### src/rtl/arbitro_memoria_dados.sv
// arbitro_memoria_dados: two-port arbiter that serializes Core and Aux accesses
// onto the single-ported data memory (IDLE -> ISSUE -> RESP, one-cycle Ack).
// Optional macro ARBITRO_MEMORIA_DADOS_RR_EN selects round-robin arbitration;
// when undefined, Core has fixed priority over Aux.
module arbitro_memoria_dados #(
  parameter int ADDR_W = 8,
  parameter int DATA_W = 8
) (
  input  logic              Clock,
  input  logic              Reset,
  input  logic              CoreReq,
  input  logic              CoreWrite,
  input  logic [ADDR_W-1:0] CoreEndereco,
  input  logic [DATA_W-1:0] CoreDadoEscr,
  output logic              CoreAck,
  output logic [DATA_W-1:0] CoreDadoLido,
  input  logic              AuxReq,
  input  logic              AuxWrite,
  input  logic [ADDR_W-1:0] AuxEndereco,
  input  logic [DATA_W-1:0] AuxDadoEscr,
  output logic              AuxAck,
  output logic [DATA_W-1:0] AuxDadoLido,
  output logic [ADDR_W-1:0] MemEndereco,
  output logic [DATA_W-1:0] MemDadoEscr,
  output logic              MemWrite,
  output logic              MemRead,
  input  logic [DATA_W-1:0] MemDadoLido,
  output logic              Busy,
  output logic              GrantAux
);

  typedef enum logic [1:0] {IDLE, ISSUE, RESP} state_t;

  state_t            state_q, state_d;
  logic              owner_q, owner_d;
  logic              wr_q, wr_d;
  logic [ADDR_W-1:0] addr_q, addr_d;
  logic [DATA_W-1:0] data_q, data_d;
  logic [DATA_W-1:0] core_rd_q, core_rd_d;
  logic [DATA_W-1:0] aux_rd_q, aux_rd_d;
  logic              any_req;
  logic              arb_edge;
  logic              win_aux;

  assign any_req  = CoreReq | AuxReq;
  assign arb_edge = (state_q == IDLE) || (state_q == RESP);

`ifdef ARBITRO_MEMORIA_DADOS_RR_EN
  logic last_aux_q, last_aux_d;

  // Round-robin winner: on a tie the port that did not own the last transaction wins.
  always_comb begin
    win_aux = AuxReq;
    if (CoreReq && AuxReq) begin
      win_aux = ~last_aux_q;
    end
  end

  // Last-owner tracking updates on every accepted request.
  always_comb begin
    last_aux_d = last_aux_q;
    if (arb_edge && any_req) begin
      last_aux_d = win_aux;
    end
  end

  // Last-owner register; resets to Aux so Core wins the first tie.
  always_ff @(posedge Clock or negedge Reset) begin
    if (!Reset) begin
      last_aux_q <= 1'b1;
    end else begin
      last_aux_q <= last_aux_d;
    end
  end
`else
  // Fixed priority: Aux wins only when Core is not requesting.
  assign win_aux = AuxReq & ~CoreReq;
`endif

  // Next-state logic: advance the FSM, capture read data, latch a new request on arbitration edges.
  always_comb begin
    state_d   = state_q;
    owner_d   = owner_q;
    wr_d      = wr_q;
    addr_d    = addr_q;
    data_d    = data_q;
    core_rd_d = core_rd_q;
    aux_rd_d  = aux_rd_q;
    case (state_q)
      ISSUE: state_d = RESP;
      RESP: begin
        state_d = IDLE;
        if (!wr_q) begin
          if (owner_q) begin
            aux_rd_d = MemDadoLido;
          end else begin
            core_rd_d = MemDadoLido;
          end
        end
      end
      default: state_d = IDLE;
    endcase
    if (arb_edge && any_req) begin
      state_d = ISSUE;
      owner_d = win_aux;
      wr_d    = win_aux ? AuxWrite     : CoreWrite;
      addr_d  = win_aux ? AuxEndereco  : CoreEndereco;
      data_d  = win_aux ? AuxDadoEscr  : CoreDadoEscr;
    end
  end

  // State and datapath registers; async reset clears everything, killing any in-flight access.
  always_ff @(posedge Clock or negedge Reset) begin
    if (!Reset) begin
      state_q   <= IDLE;
      owner_q   <= 1'b0;
      wr_q      <= 1'b0;
      addr_q    <= '0;
      data_q    <= '0;
      core_rd_q <= '0;
      aux_rd_q  <= '0;
    end else begin
      state_q   <= state_d;
      owner_q   <= owner_d;
      wr_q      <= wr_d;
      addr_q    <= addr_d;
      data_q    <= data_d;
      core_rd_q <= core_rd_d;
      aux_rd_q  <= aux_rd_d;
    end
  end

  // Outputs: strobes only in ISSUE, Ack and read-data pass-through only in RESP.
  always_comb begin
    Busy         = (state_q != IDLE);
    GrantAux     = owner_q;
    MemEndereco  = addr_q;
    MemDadoEscr  = data_q;
    MemWrite     = (state_q == ISSUE) &  wr_q;
    MemRead      = (state_q == ISSUE) & ~wr_q;
    CoreAck      = (state_q == RESP) & ~owner_q;
    AuxAck       = (state_q == RESP) &  owner_q;
    CoreDadoLido = core_rd_q;
    AuxDadoLido  = aux_rd_q;
    if ((state_q == RESP) && !wr_q) begin
      if (owner_q) begin
        AuxDadoLido = MemDadoLido;
      end else begin
        CoreDadoLido = MemDadoLido;
      end
    end
  end

endmodule

### config.mk
export PLATFORM = sky130hd
export DESIGN_NAME = arbitro_memoria_dados
export DESIGN_NICKNAME = d
export VERILOG_FILES = /design/src/rtl/arbitro_memoria_dados.sv
export SDC_FILE = /design/constraint.sdc
export NUM_CORES = 1
export LEC_CHECK = 0
export CAP_MARGIN = 10
export CORE_MARGIN = 2
export CORE_UTILIZATION = 41
export CTS_CLUSTER_DIAMETER = 120
export CTS_CLUSTER_SIZE = 24
export DETAILED_ROUTE_END_ITERATION = 10
export GPL_ROUTABILITY_DRIVEN = 0
export PLACE_DENSITY = 0.8
export SYNTH_ARGS = -nofsm -noshare
export SYNTH_HDL_FRONTEND = slang
export SYNTH_SLANG_ARGS = --single-unit
export TNS_END_PERCENT = 30
### constraint.sdc
create_clock -name Clock -period 2.5 [get_ports Clock]
set_input_delay 0.625 -clock Clock [delete_from_list [all_inputs] [get_ports Clock]]
set_output_delay 0.625 -clock Clock [all_outputs]
set_load 0.02 [all_outputs]
# After elaboration in Yosys (flattened, before gate mapping)
# Cells that the tools add are included.
# totals
ff_bits	36
word_cells	34
# classes
eq_ne	2
n_mux	9
bitwise_logic	9
n_reduce_logical	7
# ops
cell	n
2-to-1 mux 8 bit	6
bitwise AND 1 bit	5
2-to-1 mux 2 bit	2
NOT 1 bit	3
equality test 2 x 1 -> 1 bit, second input constant	1
equality test 2 bit, second input constant	1
logical AND 1 bit	2
zero test 2 bit	1
AND reduction 2 bit	1
nonzero test 2 bit	1
zero test 1 bit	1
logical OR 1 bit	1
2-to-1 mux 1 bit	1
OR 1 bit	1

# Depth between registers and ports, before layout
# Gate-level depths: netlist of run 1.
# logic_depth
ltp_word	4
ltp_mapped	4
mapped_depth_nobuf	2

# Worst setup path after synthesis of run 1
# No wires, ideal clock.
# synth_timing
path_kind	register -> output
startpoint	register owner_q (netlist: GrantAux)
endpoint	output port CoreDadoLido[0]
arrival_ns	1.564
required_time_ns	1.875
setup_slack_ns	0.311
path_stages_with_launch	4
path_buffers	1
cell_sequence	dfrtp_1 -> nor4b_4 -> buf_6 -> mux2_2
# synth_via
elab_chain_len	2
# synth_lines
item	line	text
start: declaration	35	logic owner_q, owner_d;
start signal: assignment	124	owner_q <= owner_d;
2-to-1 mux 8 bit	146	if (owner_q) begin
2-to-1 mux 8 bit	145	if ((state_q == RESP) && !wr_q) begin
end: declaration	16	output logic [DATA_W-1:0] CoreDadoLido,
# No other way between the ends.

# Worst setup path in the final report of run 1
# layout_timing
startpoint	register state_q[0]
endpoint	output port CoreDadoLido[6]
# layout_via
elab_chain_len	3
# layout_lines
item	line	text
start: declaration	34	state_t state_q, state_d;
start signal: assignment	123	state_q <= state_d;
equality test 2 bit	145	
logical AND 1 bit	145	
2-to-1 mux 8 bit	145	
# No other way between the ends.

==> summary by stage, run 1 <==
Synthesis
A synthesized cell averages 14.33 um^2. The flop and latch count out of synthesis is 36. The sequential-to-total area share from yosys stat is 50.28%. The number of nets in the synthesized netlist is 171.

In this run the cell area of the synthesized design comes to 0.001792 mm^2. The number of distinct library cells after synthesis is 18. For this run, the number of Yosys warnings is 0. After technology mapping, the gate count stands at 125.

Of all cell types, the one taking the most synthesized area is sky130_fd_sc_hd__dfrtp_1. The area share of the largest cell type after synthesis is 50.28%. Ranked by total cell area, the synthesized netlist is headed by sky130_fd_sc_hd__dfrtp_1, sky130_fd_sc_hd__mux2_2, sky130_fd_sc_hd__o221a_2, sky130_fd_sc_hd__or4b_1, sky130_fd_sc_hd__buf_2.

Timing
In the finished design, the share of the clock period the worst path needs comes to 98.34%. The clock arrives with 0.004874 ns of skew. The tightest hold path in the finished design has a slack of 0.4211 ns.

For the pin with the worst max-slew slack, the measured transition is 0.7910 ns. Measured against its own limit, the worst slew margin works out to 47.27%. After routing, the total negative slack on setup checks comes to 0 ns.

The final max-slew violation count was 0. The upper clock frequency limit is 406.7 MHz. Setup slack closes at 0.04146 ns. Setup repair after global routing could not meet its margin everywhere. The final hold violation count is 0. For the finished layout, the period the worst path requires is 2.459 ns. Setup violations remaining at the end of the flow were counted as 0.

Clocking
Clock latency on the worst-skew pair, taken at its later pin, is 0.29 ns. The count of clock tree sinks is 36. The cell at the root of the clock tree is sky130_fd_sc_hd__clkbuf_8. The deepest level of the CTS H-tree is 2.

The clock passes through at most 2 buffers. Clock-pin slew was measured on the worst setup and hold paths at 0.07 ns. The number of clock buffers added by TritonCTS is 5. The CTS tree is yes. Hold repair after CTS inserted 0 buffers.

Finish
The filler cells instantiated in the layout total 317. At the end of the flow the core is filled with cells to 65.44%. After the flow finishes, the layout carries non-filler instances totaling 273. The multi-input combinational cells in the finished layout cover a total of 843.3 um^2. The sequential cell area is 903.4 um^2. Once layout is done, the placed cells without fillers occupy 0.002810 mm^2. The net count reported at finish is 267. Cells with a size suffix above 1 make up 44.80% of the layout. The antenna diode instance count is 0.

Relative to the synthesized area, the layout overhead comes to 56.84%.

Power and ir drop
In this run, flip-flops and latches consume 37.2% of the power. Summed over all cells, the static leakage comes to 1.157 nW. The relative contribution of combinational cells to total power is 43.9%. The clock group share of total power is 18.8%. The internal power of the cells totals 1.560 mW. The reported net switching power is 782.8 uW. The ratio of total power to cell area is 833.7 mW/mm^2.

The overall power is 2.343 mW. The switching share of total power is 33.41%. The maximum ir drop on the vdd rail is 325.6 uV.

Detailed routing
The count of vias placed by the detailed router is 1468. For this run, the detailed router's first-pass iteration total came to 4. In the final routed layout, each cell accounts on average for 15.95 um. The final wirelength is 4.354 mm. The number of nets with antenna violations after detailed routing is 0. The DRC violations left is 0. The via count normalized by instance count is 5.377. For this block, the initial DRC count from the detailed router was 42.

Critical path
For this design, the slowest cell found on the critical path is sky130_fd_sc_hd__dfrtp_2. STA puts the critical path data required time at 1.88 ns. Traced cell by cell, the critical path runs through nor4b_4 > buf_12 > mux2_2 > clkdlybuf4s15_2. The type of element launching the critical path is a register.

The family with the most delay on the worst path is flip-flops. For the worst setup path, the data arrival time is 1.83 ns. The capturing element type of the critical path is an output port. The critical path is of the register to output port type. The longest individual stage delay on the worst path is 0.44 ns. Together, buffers and inverters on the worst path number 2. The maximum fanout along the worst path is 16.

Die
The die boundary height is 70.11 um. The horizontal die dimension is 70.11 um. The floorplan step defined a die boundary enclosing 0.004915 mm^2.

The floorplan core area is 0.004294 mm^2. The initialized floorplan defines 24 standard-cell rows. Once the floorplan was initialized, standard cells occupied 41.72% of the core. During I/O placement, the number of pins put on the boundary was 84.

GRT
The number of antenna violations at the first check in global routing is 0. The overall routing resource usage is 19.39%. After global routing the overflow that remains totals 0. The first global-routing pass estimated 7.562 mm of wire. Entering global routing, the biggest net connects 37 pins. The via count of the first global-routing pass came to 1617.

Placement
The number of port buffers is 83. The instance area at placement is 0.002758 mm^2. The pre-CTS setup slack is -0.04648 ns. Once placement completed, the tool counted placed cells totaling 262. Once detailed placement completed, the half-perimeter wirelength came to 3.173 mm.

Min path
The class of the tightest hold or removal check is input pin to asynchronous set/reset pin.

Job
The number of max-cap violations is 0.

Status
The run finished with clean final reports.
-- final cells by class --
type,count,share of cell area [%]
Tap cell,52,2.315
Sequential cell,36,32.15
Timing Repair Buffer,100,32.10
Multi-Input combinational cell,78,30.01
Clock buffer,7,3.428
-- cell usage after synthesis --
library cell                n
sky130_fd_sc_hd__nor4b_4    1
sky130_fd_sc_hd__buf_2      5
sky130_fd_sc_hd__buf_6      2
sky130_fd_sc_hd__nand2b_1   1
sky130_fd_sc_hd__and2_1     1
sky130_fd_sc_hd__mux2_2    32
sky130_fd_sc_hd__or2_2      1
sky130_fd_sc_hd__or4b_1    15
sky130_fd_sc_hd__or4b_2     2
sky130_fd_sc_hd__clkbuf_1   4
sky130_fd_sc_hd__nor3b_1    1
sky130_fd_sc_hd__dfrtp_1   36
sky130_fd_sc_hd__o21a_1     1
sky130_fd_sc_hd__nor4bb_1   1
sky130_fd_sc_hd__o221a_2   17
sky130_fd_sc_hd__nor2b_1    3
sky130_fd_sc_hd__o21ba_2    1
sky130_fd_sc_hd__and3b_2    1
-- state kept, by name, indices dropped and copies added (netlist names) --
name,cells
state_q,2
aux_rd_q,8
MemEndereco,8
MemDadoEscr,8
wr_q,1
GrantAux,1
core_rd_q,8
-- cells in the final DEF, fill, tap and decap left out, drive strengths merged --
| master | synthesis | layout |
|---|---|---|
| clkdlybuf4s50 | 0 | 64 |
| dfrtp | 36 | 36 |
| buf | 7 | 33 |
| mux2 | 32 | 32 |
| o221a | 17 | 17 |
| or4b | 17 | 17 |
| clkbuf | 4 | 7 |
| nor2b | 3 | 3 |
| dlygate4sd2 | 0 | 2 |
| nor4b | 1 | 1 |
| nor4bb | 1 | 1 |
| or2 | 1 | 1 |
| o21ba | 1 | 1 |
| and2 | 1 | 1 |
| nor3b | 1 | 1 |
| and3b | 1 | 1 |
| nand2b | 1 | 1 |
| o21a | 1 | 1 |
| clkdlybuf4s15 | 0 | 1 |
-- cells by family (layout without fill, tap and decap cells) --
logic type	count (synthesis)	in the layout	share of synthesized area, %
AOI/OAI and AO/OA	19	19	11.66
DFF	36	36	50.28
muxes	32	32	20.11
buffers and inverters	11	107	3.491
and+or+nand+nor	27	27	14.46
-- routing by layer --
layer,wire length [um],GRT usage [%],share of wire [%]
met1,1861,24.34,43
met2,2003,31.11,46
met3,436,7.071,10
met4,53,6.410,1.2
met5,0,0,0
-- power groups by stage --
stage / sequential [mW] / clock [mW] / combinational (mW)
5_1_grt: 0.900 / 0.480 / 1.10
2_1_floorplan: 0.918 / 0 / 0.561
3_3_place_gp: 0.870 / 0 / 1.14
4_1_cts: 0.877 / 0.456 / 1.12
6_report: 0.872 / 0.441 / 1.03
3_5_place_dp: 0.885 / 0 / 1.16
-- path summary, 6_finish.rpt --
check	endpoint	startpoint	depth (start not counted)	slack, ns
min in group Clock	core_rd_q[3]$_DFFE_PN0P_	core_rd_q[3]$_DFFE_PN0P_	1	0.51
worst max-delay path	CoreDadoLido[6]	state_q[0]$_DFF_PN0_	4	0.04
worst min register to register	core_rd_q[3]$_DFFE_PN0P_	core_rd_q[3]$_DFFE_PN0P_	1	0.51
worst min-delay path	aux_rd_q[4]$_DFFE_PN0P_	Reset	1	0.42
worst max register to register	MemDadoEscr[6]$_DFFE_PN0P_	state_q[0]$_DFF_PN0_	3	0.84
max in group asynchronous	wr_q$_DFFE_PN0P_	Reset	1	1.53
-- repair_timing --
item | in CTS | in global routing
setup endpoints to repair | 18 | 15
gates resized for setup | 52 | 15
pin swaps | 2 | 1
buffers inserted | 3 | 1
cloned | 0 | 0
No activity file was read; power rests on OpenSTA's default activity.
==> inputs of run 2 (changes only) <==
CORE_ASPECT_RATIO = 1.25   (was not set)
==> summary by stage, run 2 (synthesis results as in run 1) <==
Finish
The finished layout holds 287 standard cells, fillers aside. Leaving out fill and tap cells, the most frequent cell in the layout is sky130_fd_sc_hd__clkdlybuf4s50_1. In the layout the commonest cells are sky130_fd_sc_hd__clkdlybuf4s50_1, sky130_fd_sc_hd__dfrtp_1, sky130_fd_sc_hd__mux2_2. The antenna diode instance count is 0. The area growth from synthesis to layout is 65.43%. The count of fill cells added during filler insertion is 310.

At the end of the flow the core is filled with cells to 71.74%. The net count of the finished layout is 277. The post-route netlist has 47.19% of its cells at a drive strength greater than 1. The post-route cell area is 0.002964 mm^2.

Critical path
The critical path start-end classification is register to output port. The critical path starts at wr_q$_DFFE_PN0P_. On the worst path, the slowest cell contributes a delay of 0.45 ns. The most used cell along the critical path is sky130_fd_sc_hd__buf_12. In this run the worst setup path terminates at AuxDadoLido[3].

The worst setup path is captured at an output port. Walking the worst path, the cells encountered are nor4bb_4 > buf_12 > buf_12 > mux2_2 > buf_2. The terminus of the critical flop-to-flop path is aux_rd_q[6]$_DFFE_PN0P_.

The slowest cell on the critical path is sky130_fd_sc_hd__dfrtp_2. In this run the register-to-register setup slack is 0.65 ns. The type of element launching the critical path is a register. The required time reported for the critical path endpoint is 1.88 ns. The worst register-to-register path has a depth of 6. The startpoint of the worst-slack reg-to-reg timing path is wr_q$_DFFE_PN0P_.

Of all nets on the critical path, the largest fanout is 7. The arrival time at the worst endpoint is 1.84 ns.

Die
Measured along the y axis, the die boundary spans 77.91 um. The horizontal die dimension is 63.13 um. The initial utilization of the core area, before any placement, comes to 43.37%.

The area of the die is 0.004918 mm^2. The floorplan step defined a core boundary enclosing 0.004131 mm^2. Row generation in the floorplan step produced 26 rows.

84 I/O pins were placed.

Clocking
In this run the number of H-tree levels came out at 2. Buffers inserted during clock tree synthesis total 5. TritonCTS built the clock tree. The clock latency at the later pin of the worst-skew pair is 0.28 ns. No sink is reached through more buffers than the 2 on the longest clock path. The number of buffers added to fix hold violations after cts is 0. The clock transition at the registers of the reported paths is 0.07 ns. The tree built by TritonCTS fans out to 36 sinks. In this run the clock root is driven by a sky130_fd_sc_hd__clkbuf_8.

Placement
The instance count after placement with tap cells included is 269. The pre-CTS setup slack is -0.02276 ns. The instance area at placement is 0.002785 mm^2. The number of port buffers is 83. The HPWL reported at the end of detailed placement is 3.298 mm.

GRT
The first global-routing pass estimated 7.645 mm of wire. The via count of the first global-routing pass is 1623. Global routing finished with a remaining overflow of 0. Global routing used 19.85% of the available tracks.

Entering global routing, the biggest net connects 37 pins. The number of antenna violations at the first check in global routing came to 0.

Timing
The final period demand of the worst path is 2.467 ns. Setup repair after global routing could not meet its margin everywhere. Across all hold checks on the routed design, the worst slack comes to 0.4240 ns. The count of final setup violators is 0. The upper clock frequency limit is 405.3 MHz. The final setup skew is 0.006108 ns. Setup slack closes at 0.03291 ns. The setup TNS is 0 ns. The worst slew margin relative to its limit is 47.67%. The measured slew at the worst slew-check pin is 0.7849 ns.

The final max-slew violation count came to 0. The final hold violation count is 0. The final clock period utilization by the worst path is 98.68%.

Power and ir drop
Power comes to 2.384 mW. Power spread over the standard cell area amounts to 804.4 mW/mm^2. The worst-case IR drop observed on VDD is 344.6 uV. Summed over all cells, the static leakage comes to 1.247 nW.

Job
The number of max-cap violations is 0.

Status
The run finished with clean final reports.

Detailed routing
Dividing the detail-routed via count by the number of cells gives 5.317. Dividing the detail-routed wire length by the instance count gives 16.66 um. The detailed router placed 1526 vias in this run. The starting DRC count in detailed routing is 31. The number of detailed-route iterations in the first pass is 4. For this run, design rule violations remaining after detail routing come to 0. Wires add up to 4.781 mm. The count of nets left with antenna violations once routing finished came out at 0.

Min path
The class of the tightest hold or removal check is input pin to asynchronous set/reset pin.
-- run 2: worst min-delay path by stage --
stage                               endpoint  slack (ns)
floorplan               GrantAux$_DFFE_PN0P_        0.33
detailed placement   aux_rd_q[2]$_DFFE_PN0P_        0.49
global placement     aux_rd_q[5]$_DFFE_PN0P_        0.49
global route        core_rd_q[5]$_DFFE_PN0P_        0.49
CTS                  aux_rd_q[7]$_DFFE_PN0P_        0.44
finish               aux_rd_q[7]$_DFFE_PN0P_        0.42
-- run 2: cell type report --
type,instances,area (um^2),share of cell area [%]
Tap cell,56,70.07,2.364
Sequential cell,36,903.4,30.48
Clock buffer,7,96.34,3.250
Multi-Input combinational cell,78,847.1,28.58
Timing Repair Buffer,110,1047,35.33
-- run 2: metal layers --
layer	up-vias	global-route usage [%]	wire [um]
met2	71	37.02	2563
met5	-	0	0
li1	711	-	-
met4	0	5.333	29
met1	742	21.96	1875
met3	2	5.217	312
-- run 2: critical path: cells and delay by family, from the launching register on --
| family | cells | cell delay (ns) |
|---|---|---|
| AND/OR/NAND/NOR | 1 | 0.38 |
| buffers and inverters | 3 | 0.43 |
| flip-flops | 1 | 0.45 |
| multiplexers | 1 | 0.31 |
-- run 2: report_power, final --
part	switching [mW]	total (mW)	internal (mW)
Clock	0.188	0.433	0.245
Combinational	0.494	1.07	0.580
Sequential	0.109	0.877	0.768
Total	0.791	2.38	1.59
-- run 2: what timing repair did --
item / in CTS / in global routing
buffers inserted: 8 / 1
setup endpoints to repair: 18 / 15
pin swaps: 2 / 2
cloned: 2 / 0
gates resized for setup: 56 / 16
==> inputs of run 3 (changes only) <==
CAP_MARGIN = not set   (was 10)
==> results of run 3 <==
Same layout as run 2: the final DEF is identical, and so are final timing and power.
